### config.mk
export PLATFORM = sky130hd
export DESIGN_NAME = perf_counter_unit_flat
export DESIGN_NICKNAME = d
export VERILOG_FILES = /design/src/rtl/perf_counter_unit_if.sv /design/src/rtl/perf_counter_unit.sv /design/src/flat_wrapper.sv
export SDC_FILE = /design/constraint.sdc
export NUM_CORES = 1
export LEC_CHECK = 0
export CORE_MARGIN = 3
export CORE_UTILIZATION = 50
export DETAILED_ROUTE_END_ITERATION = 10
export PLACE_DENSITY = 0.67
export RECOVER_POWER = 100
export SLEW_MARGIN = 20
export SYNTH_ARGS = -nofsm -noshare
export SYNTH_HDL_FRONTEND = slang
export SYNTH_SLANG_ARGS = --single-unit
### constraint.sdc
create_clock -name clk -period 3.45 [get_ports clk]
set_input_delay 0.69 -clock clk [delete_from_list [all_inputs] [get_ports clk]]
set_output_delay 0.69 -clock clk [all_outputs]
set_load 0.02 [all_outputs]
### src/rtl/perf_counter_unit_if.sv
// CSR access port of the performance counter unit: request fields from the
// core, registered read data and access-fault flag back.
interface perf_counter_unit_if;
  logic [11:0] csr_address;
  logic        csr_read_enable;
  logic        csr_write_enable;
  logic [31:0] csr_write_data;
  logic [31:0] csr_read_data;
  logic        csr_illegal;

  modport master (
    output csr_address, csr_read_enable, csr_write_enable, csr_write_data,
    input  csr_read_data, csr_illegal
  );

  modport slave (
    input  csr_address, csr_read_enable, csr_write_enable, csr_write_data,
    output csr_read_data, csr_illegal
  );
endinterface

### src/rtl/perf_counter_unit.sv
// Performance counter unit: cycle, time, instret and hpm counters behind a
// registered CSR port, with per-counter inhibit and a prescaled time base.
module perf_counter_unit #(
  parameter int unsigned NUM_EVENTS    = 4,
  parameter int unsigned COUNTER_WIDTH = 64,
  parameter int unsigned TIME_DIVIDER  = 1
) (
  input  logic                                         clk,
  input  logic                                         reset_n,
  input  logic                                         pipe_enable,
  input  logic                                         instret_valid,
  input  logic [(NUM_EVENTS > 0 ? NUM_EVENTS : 1)-1:0] events,
  perf_counter_unit_if.slave                           csr
);

  // Counter index: 0 cycle, 1 time, 2 instret, 3+i hpm[i]; index k sits at
  // CSR offset k in both the 0xC00 and 0xB00 windows.
  localparam int         NUM_CNT  = 3 + int'(NUM_EVENTS);
  localparam int         CW       = int'(COUNTER_WIDTH);
  localparam int         HI_W     = CW - 32;
  localparam int         PRE_W    = (TIME_DIVIDER > 1) ? $clog2(TIME_DIVIDER) : 1;
  localparam logic [4:0] IDX_TIME = 5'd1;

  function automatic logic [31:0] inhibit_mask();
    logic [31:0] m;
    m = 32'h0000_0005;
    for (int i = 0; i < int'(NUM_EVENTS); i++) m[3+i] = 1'b1;
    return m;
  endfunction

  localparam logic [31:0] INH_MASK = inhibit_mask();

  logic [31:0]      cnt_lo [NUM_CNT];
  logic [HI_W-1:0]  cnt_hi [NUM_CNT];
  logic [31:0]      inhibit;
  logic [PRE_W-1:0] prescaler;
  logic             time_tick;

  logic [11:0]        addr;
  logic [4:0]         sel_idx;
  logic               sel_hi;
  logic               in_range;
  logic               user_hit;
  logic               mach_hit;
  logic               inh_hit;
  logic               any_access;
  logic               illegal_nxt;
  logic [31:0]        rd_val;
  logic [NUM_CNT-1:0] inc;
  logic [NUM_CNT-1:0] wr_sel;

  // ---------------------------------------------------------------- decode
  assign addr       = csr.csr_address;
  assign sel_idx    = addr[4:0];
  assign sel_hi     = addr[7];
  assign in_range   = (addr[6:5] == 2'b00) && (int'(sel_idx) < NUM_CNT);
  assign user_hit   = (addr[11:8] == 4'hC) && in_range;
  assign mach_hit   = (addr[11:8] == 4'hB) && in_range && (sel_idx != IDX_TIME);
  assign inh_hit    = (addr == 12'h320);
  assign any_access = csr.csr_read_enable || csr.csr_write_enable;

  // The user window is read-only, so a write there faults even when mapped.
  assign illegal_nxt = (any_access && !(user_hit || mach_hit || inh_hit)) ||
                       (csr.csr_write_enable && (addr[11:8] == 4'hC));

  assign time_tick = (prescaler == PRE_W'(TIME_DIVIDER - 1));

  // NOTE: every always_comb output gets a default first, so no path can
  // leave it unassigned and infer a latch.
  always_comb begin
    rd_val = '0;
    if (inh_hit) rd_val = inhibit;
    for (int j = 0; j < NUM_CNT; j++) begin
      if ((user_hit || mach_hit) && (sel_idx == 5'(j)))
        rd_val = sel_hi ? 32'(cnt_hi[j]) : cnt_lo[j];
    end
  end

  always_comb begin
    inc    = '0;
    wr_sel = '0;
    inc[0] = !inhibit[0];
    inc[1] = time_tick;
    inc[2] = pipe_enable && instret_valid && !inhibit[2];
    for (int i = 0; i < int'(NUM_EVENTS); i++)
      inc[3+i] = events[i] && !inhibit[3+i];
    for (int j = 0; j < NUM_CNT; j++)
      wr_sel[j] = csr.csr_write_enable && mach_hit && (sel_idx == 5'(j));
  end

  // -------------------------------------------------------------- counters
  // NOTE: non-blocking assignments make every counter, and the CSR read,
  // see pre-edge values; a same-cycle read of a written counter therefore
  // returns the old value.
  always_ff @(posedge clk or negedge reset_n) begin
    if (!reset_n) begin
      for (int j = 0; j < NUM_CNT; j++) begin
        cnt_lo[j] <= '0;
        cnt_hi[j] <= '0;
      end
    end else begin
      for (int j = 0; j < NUM_CNT; j++) begin
        // A write replaces one half and suppresses that cycle's increment.
        if (wr_sel[j] && !sel_hi)
          cnt_lo[j] <= csr.csr_write_data;
        else if (wr_sel[j] && sel_hi)
          cnt_hi[j] <= csr.csr_write_data[HI_W-1:0];
        else if (inc[j])
          {cnt_hi[j], cnt_lo[j]} <= {cnt_hi[j], cnt_lo[j]} + CW'(1);
      end
    end
  end

  always_ff @(posedge clk or negedge reset_n) begin
    if (!reset_n)       prescaler <= '0;
    else if (time_tick) prescaler <= '0;
    else                prescaler <= prescaler + PRE_W'(1);
  end

  always_ff @(posedge clk or negedge reset_n) begin
    if (!reset_n)
      inhibit <= '0;
    else if (csr.csr_write_enable && inh_hit)
      inhibit <= csr.csr_write_data & INH_MASK;
  end

  // ------------------------------------------------------------ CSR output
  always_ff @(posedge clk or negedge reset_n) begin
    if (!reset_n) begin
      csr.csr_read_data <= '0;
      csr.csr_illegal   <= 1'b0;
    end else begin
      if (csr.csr_read_enable) csr.csr_read_data <= rd_val;
      csr.csr_illegal <= illegal_nxt;
    end
  end

endmodule
### src/flat_wrapper.sv
// flat-port wrapper written by rule: the top's interface ports become plain ports
module perf_counter_unit_flat 
#(
  parameter int unsigned NUM_EVENTS    = 4,
  parameter int unsigned COUNTER_WIDTH = 64,
  parameter int unsigned TIME_DIVIDER  = 1
)
  (clk, reset_n, pipe_enable, instret_valid, events, csr_csr_address, csr_csr_read_enable, csr_csr_write_enable, csr_csr_write_data, csr_csr_read_data, csr_csr_illegal);
  perf_counter_unit_if csr_i ();
  input  logic clk;
  input  logic reset_n;
  input  logic pipe_enable;
  input  logic instret_valid;
  input  logic [(NUM_EVENTS > 0 ? NUM_EVENTS : 1)-1:0] events;
  input wire logic [$bits(csr_i.csr_address)-1:0] csr_csr_address;
  input wire logic [$bits(csr_i.csr_read_enable)-1:0] csr_csr_read_enable;
  input wire logic [$bits(csr_i.csr_write_enable)-1:0] csr_csr_write_enable;
  input wire logic [$bits(csr_i.csr_write_data)-1:0] csr_csr_write_data;
  output wire logic [$bits(csr_i.csr_read_data)-1:0] csr_csr_read_data;
  output wire logic [$bits(csr_i.csr_illegal)-1:0] csr_csr_illegal;
  assign csr_i.csr_address = csr_csr_address;
  assign csr_i.csr_read_enable = csr_csr_read_enable;
  assign csr_i.csr_write_enable = csr_csr_write_enable;
  assign csr_i.csr_write_data = csr_csr_write_data;
  assign csr_csr_read_data = csr_i.csr_read_data;
  assign csr_csr_illegal = csr_i.csr_illegal;
  perf_counter_unit #(.NUM_EVENTS(NUM_EVENTS), .COUNTER_WIDTH(COUNTER_WIDTH), .TIME_DIVIDER(TIME_DIVIDER)) u_core (.clk(clk), .reset_n(reset_n), .pipe_enable(pipe_enable), .instret_valid(instret_valid), .events(events), .csr(csr_i));
endmodule
[Yosys cells after proc, flatten, opt, wreduce, memory -nomap -nowiden]
Index checks and enable logic that the tools add are counted.
Word-level totals
  memories kept: 0
  output and inout bits: 33
  bits in latches: 0
  memory bits (writable): 0
  register bits after elaboration: 488
  ROM bits: 0
  input bits: 54
  word-level logic and storage cells: 185
Cells by class
  divide/modulo/power cells: 0
  equal/unequal tests: 21
  $add $sub $neg: 8
  bitwise operators: 7
  $mul: 0
  shifts and indexed selects: 0
  reduce and logical (&&, ||, !) cells: 79
  order comparisons: 1
  mux-type cells: 51
Operators with widths (number)
  $mux W32: 49
  $add A64 B1 Y64 const B: 7
  $logic_and A1 B1 Y1: 42
  $reduce_and A2 Y1: 14
  $reduce_bool A2 Y1: 10
  $eq A5 B3 Y1 const B: 3
  $ne A2 B1 Y1 const B: 7
  $eq A12 B10 Y1 const B: 1
  $eq A5 B2 Y1 const B: 2
  $eq A4 B4 Y1 const B: 2
  $ne A2 B2 Y1 const B: 4
  $logic_not A1 Y1: 7
  $mux W7: 1
  $not A1 Y1: 7
  $eq A5 B1 Y1 const B: 1
  $logic_not A5 Y1: 1
  $lt A5 B3 Y1 const B: 1
  $ne A5 B1 Y1 const B: 1
  $logic_or A1 B1 Y1: 4
  $logic_not A2 Y1: 1
  $add A1 B1 Y1 const B: 1
  $mux W1: 1

[Longest topological paths before layout]
  depth in word-level cells: 13
  mapped depth: 10
  depth with buffers taken out: 7

[Worst setup path after synthesis]
Ideal clock, no wire load.
  kind: input port to flip-flop
  start: in csr_csr_address[0]
  end: reg u_core.csr.csr_read_data[15]
  setup slack: 0.647 ns
  setup time: 0.078 ns
  data required time: 3.372 ns
  path buffers: 3
  arrival: 2.725 ns
  cell stages on the path: 9
  cells stage by stage: or4b_2 > or2_2 > clkbuf_1 > or2_2 > clkbuf_1 > clkbuf_1 > o22ai_1 > nor3_1 > a21oi_1
On the way
  word-level cells in the longest chain between the ends: 13
  elaborated cells on any way between the ends: 28
  those cells by class: 1 x order compare; 7 x eq/ne; 7 x mux; 13 x reduce/logical
RTL lines
  start, declared: RTL line flat_wrapper.sv:15  | input wire logic [$bits(csr_i.csr_address)-1:0] csr_csr_address;
  $lt A5 B3 Y1: RTL line perf_counter_unit.sv:56  | assign in_range = (addr[6:5] == 2'b00) && (int'(sel_idx) < NUM_CNT);
  $logic_and A1 B1 Y1: RTL line perf_counter_unit.sv:56
  $logic_and A1 B1 Y1 (2 in a row): RTL line perf_counter_unit.sv:58  | assign mach_hit = (addr[11:8] == 4'hB) && in_range && (sel_idx != IDX_TIME);
  $logic_or A1 B1 Y1: RTL line perf_counter_unit.sv:74  | if ((user_hit || mach_hit) && (sel_idx == 5'(j)))
  $logic_and A1 B1 Y1: RTL line perf_counter_unit.sv:74
  $mux W32 (6 in a row): RTL line perf_counter_unit.sv:74
  $mux W32 *: RTL line perf_counter_unit.sv:74
  end signal, assigned: RTL line perf_counter_unit.sv:133  | if (csr.csr_read_enable) csr.csr_read_data <= rd_val;
  end, declared: RTL line perf_counter_unit_if.sv:18  | output csr_read_data, csr_illegal
Mark *: on every way between the ends. The rest lies on a longest branch, timed or not.
A chain may end at the register's enable or synchronous reset.

[Worst setup path after layout]
  start: in csr_csr_address[3]
  end: reg u_core.cnt_lo[222] in the netlist's numbering
On the way
  word-level cells in the longest chain between the ends: 9
  elaborated cells on any way between the ends: 14
  those cells by class: 1 x order compare; 3 x eq/ne; 1 x mux; 9 x reduce/logical
RTL lines
  $lt A5 B3 Y1: RTL line perf_counter_unit.sv:56
  $logic_and A1 B1 Y1: RTL line perf_counter_unit.sv:56
  $logic_and A1 B1 Y1 (2 in a row): RTL line perf_counter_unit.sv:58
  $logic_and A1 B1 Y1: RTL line perf_counter_unit.sv:88  | wr_sel[j] = csr.csr_write_enable && mach_hit && (sel_idx == 5'(j));
  $logic_and A1 B1 Y1 *: RTL line perf_counter_unit.sv:88
  $logic_and A1 B1 Y1 (on tied branches): RTL line perf_counter_unit.sv:104, perf_counter_unit.sv:106
  $ne A2 B2 Y1 (no line) / $ne A2 B1 Y1 (equally long branches)
  $reduce_and A2 Y1 (no line)
  end signal, assigned by index: RTL line perf_counter_unit.sv:105  | cnt_lo[j] <= csr.csr_write_data;
  end signal, assigned by index: RTL line perf_counter_unit.sv:109  | {cnt_hi[j], cnt_lo[j]} <= {cnt_hi[j], cnt_lo[j]} + CW'(1);
  end, declared: RTL line perf_counter_unit.sv:33  | logic [31:0] cnt_lo [NUM_CNT];
Marked as above.

==> metrics.md <==
| Metric | Value |
|---|---|
| Routed via count divided by cell count | `6.87` |
| Final setup violation count | `0` |
| HPWL reported at the end of detailed placement | `92.8 mm` |
| Final core occ | `0.584` |
| Largest net degree at the start of global routing | `100` |
| Clk sink count | `roughly 490` |
| Post-cts hold buffer count | `0` |
| Fraction of layout cells with a size suffix above 1 | `0.0923` |
| YS warnings | `0` |
| Vias in the first global route | `29.6k` |
| Critical setup path kind | `primary input to flip-flop` |
| Max-slew violation count | `between 60 and 70` |
| Ratio of final minimum period to clock period | `0.945` |
| Vias | `32.9k` |
| Worst path max stage delay | `0.67 ns` |
| Clock Path Buffers | `3` |
| Largest vdd supply drop | `around 0.50 mV` |
| FP Rows | `91` |
| Clock latency at the later pin of the worst-skew pair | `0.64 ns` |
| Total of fill cells in the finished design | `5587` |
| Type of element capturing the critical path | `flip-flop` |
| Result of the run | `finished with violations` |
| Required time reported for the critical path endpoint | `roughly 4.0 ns` |
| Setup Skew | `0.0151 ns` |
| Global Route Usage Sum | `0.387` |
| Global-route wire length before repair | `196 mm` |
| Post-synth EDFFs | `0` |
| Placed inst area | `~35000 um2` |
| Detailed Route WL | `131 mm` |
| Synth area leader | `sky130_fd_sc_hd__dfrtp_1` |
| Synthesis-to-finish area growth | `14.8%` |
| Post-CTS setup buffer count | `0` |
| Detailed Route Iter0 Violations | `roughly 5.2k` |
| Worst slew slack as a fraction of its limit | `-0.391` |
| Area share of the largest cell type after synthesis | `0.386` |
| Count of pins on the block boundary | `87` |
| Transition time at the pin with the least slew margin | `2.09 ns` |
| Most common cell in the netlist | `sky130_fd_sc_hd__nand2_1` |
| Maximum fanout count along the critical path | `17` |
| Gp weighted congestion | `between 0.9 and 1` |
| Crit path arrival time | `~3.8 ns` |
| Residual overflow from global routing | `0` |
| Fin cells | `4784` |
| Most frequently used flop master after synthesis | `sky130_fd_sc_hd__dfrtp_1` |
| Register-to-Register Path Depth | `8` |
| Mapped Cells | `3810` |
| Net Count, Synth | `roughly 3.9k` |
| Achievable frequency | `307 MHz` |
| Final instance area | `36200 um2` |
| Synthesis-stage register bit count | `487` |
| Hold Vio Cnt, Final | `0` |
| Remaining antenna violation count | `0` |
| Cell total after placement | `4678` |
| Top cells by area, synth | `sky130_fd_sc_hd__dfrtp_1 39%, sky130_fd_sc_hd__nand2_1 6.0%, sky130_fd_sc_hd__mux2i_1 5.6%` |
| Final Critical Period | `~3.3 ns` |
| CP Launch Type | `primary input` |
| Async set-reset flop share out of synthesis | `1.00` |
| Port bufs | `86` |
| Die Height | `257 um` |
| Mapped cell area | `31600 um2` |
| Number of stages on the worst hold path | `1` |
| Quantity of gates resized following cts | `0` |
| Slowest library cell on the worst path | `sky130_fd_sc_hd__dlygate4sd3_1` |
| Ordered list of cells on the worst path | `dlygate4sd3_1 > nor4_4 > buf_4 > a41oi_1 > clkbuf_1 > nand4_1 > nor2_1 > clkbuf_1 > nor3_1 > a211oi_1` |
| Worst Hold Class | `flip-flop to flip-flop` |
| Pwr/cell area | `~400 nW/um2` |
| Clock Pin Slew Worst Setup and Hold Paths | `0.06 ns` |
| Worst Hold Endpoint | `u_core.cnt_lo[160]` |
| Area of the die | `66200 um2` |
| Static leakage power | `around 14 nW` |
| Post-DR wirelength/cell | `between 20 and 30 um` |
| Area of the core | `~62000 um2` |
| Critical path buffer and inverter count | `4` |
| Worst setup path startpoint | `csr_csr_address[3]` |
| Initial standard-cell utilization of the core | `0.509` |
| Post-synthesis average cell area | `8.28 um2` |
| TritonCTS clock tree | `built` |
| Root cell of the clock tree | `sky130_fd_sc_hd__clkbuf_16` |
| H-tree depth | `2` |
| Startpoint of the worst-slack reg-to-reg timing path | `u_core.cnt_lo[96]` |
| Sequential cell area fraction in the yosys report | `0.386` |
| Number of buffers created by CTS | `between 50 and 60` |
| Antenna violations before repair | `8` |
| Die extent in x | `between 200 and 300 um` |
| Most frequent cells after synthesis | `503 x sky130_fd_sc_hd__nand2_1, 487 x sky130_fd_sc_hd__dfrtp_1, 331 x sky130_fd_sc_hd__nor2_1, 272 x sky130_fd_sc_hd__o21ai_0, 231 x sky130_fd_sc_hd__nand3_1` |
| # DRC | `0` |
| CP most frequent cell | `sky130_fd_sc_hd__clkbuf_1` |
| Tot Pwr | `14.3 mW` |
| Total of max-cap violations | `1` |
| Capture point of the worst reg-to-reg path | `u_core.cnt_hi[104]` |
| Net count, final | `3962` |
| CP top delay family | `buffers and inverters` |
| Violations in the final reports | `max-capacitance violations, max-slew violations` |
| Synth cell types | `85` |
| Setup TNS after final layout | `0 ns` |
| Startpoint of the most critical hold path | `u_core.cnt_lo[160]` |
| Detailed-router iteration count before antenna repair | `8` |
| Reg2reg setup slack | `0.35 ns` |
| Setup repair after global routing missed its margin | `false` |
==> per-stage QoR <==
stage                     hold slack [ns]  worst slack, ns
after floorplan                     0.394            0.647
after global placement              0.450           -0.129
after detailed placement            0.450          -0.0918
after CTS                          0.0617            0.557
after global routing                0.481            0.152
final                               0.467            0.191
==> worst max path at each step <==
stage                              endpoint  slack, ns  depth (start not counted)
2_1_floorplan  u_core.csr.csr_read_data[15]       0.65                          9
3_3_place_gp   u_core.csr.csr_read_data[14]      -0.13                         10
3_5_place_dp   u_core.csr.csr_read_data[13]      -0.09                         10
4_1_cts                  u_core.cnt_hi[104]       0.56                          8
5_1_grt                    u_core.cnt_hi[8]       0.15                         10
6_report                 u_core.cnt_lo[222]       0.19                         10
==> report_power, final <==
group	switching [mW]	total [mW]	internal, mW
clock network	2.65	6.51	3.86
logic	1.04	1.59	0.546
registers	0.336	6.25	5.91
==> cells by family (layout without fill, tap and decap cells) <==
family                     after synthesis  in the layout  share of synthesized area
DFF                                    487            487                      0.386
muxes                                  221            221                     0.0719
AOI/OAI and AO/OA                      913            913                      0.191
adders and majority gates                7              7                    0.00277
other                                    0              4                          0
and+or+nand+nor                       1697           1697                      0.266
buffers and inverters                  340            473                     0.0416
xor gates and xnor gates               145            145                     0.0402
==> sequential cells by signal, summed over array words and instances (netlist names) <==
name / cells
u_core.cnt_hi: 224
u_core.cnt_lo: 224
u_core.csr.csr_read_data: 32
u_core.inhibit: 6
u_core.csr.csr_illegal: 1
==> area by class of cell <==
cell class              instances  area [um2]  share of cell area
repair buffers                301        2640              0.0730
inverters                      70         263             0.00725
well taps                     837        1050              0.0289
clock buffers                  86        1760              0.0486
diodes                          4        10.0            0.000276
multi-input cells            2983       18100               0.500
clock inverters                16         209             0.00577
flip-flops and latches        487       12200               0.336
==> metal layers <==
layer,wire length [um],track usage,vias to the layer above
met5,43,0,-
met4,8320,0.198,6
met3,17300,0.113,420
met2,53400,0.540,2175
met1,52300,0.543,15900
li1,-,-,14400
==> cell usage in the layout, fill, tap and decap left out, types with 57 or more instances in the layout <==
master / n
sky130_fd_sc_hd__o311ai_0: 115
sky130_fd_sc_hd__and3_1: 83
sky130_fd_sc_hd__nor3_1: 140
sky130_fd_sc_hd__buf_4: 142
sky130_fd_sc_hd__nand3_1: 231
sky130_fd_sc_hd__o21ai_0: 273
sky130_fd_sc_hd__o22ai_1: 66
sky130_fd_sc_hd__mux2i_1: 175
sky130_fd_sc_hd__dfrtp_1: 487
sky130_fd_sc_hd__nor4_1: 57
sky130_fd_sc_hd__nand4_1: 118
sky130_fd_sc_hd__inv_1: 70
sky130_fd_sc_hd__nand2_1: 503
sky130_fd_sc_hd__a31oi_1: 60
sky130_fd_sc_hd__clkbuf_16: 61
sky130_fd_sc_hd__a21oi_1: 139
sky130_fd_sc_hd__xnor2_1: 99
sky130_fd_sc_hd__nor2_1: 330
sky130_fd_sc_hd__o211ai_1: 78
(Power assumes the default switching activity.)
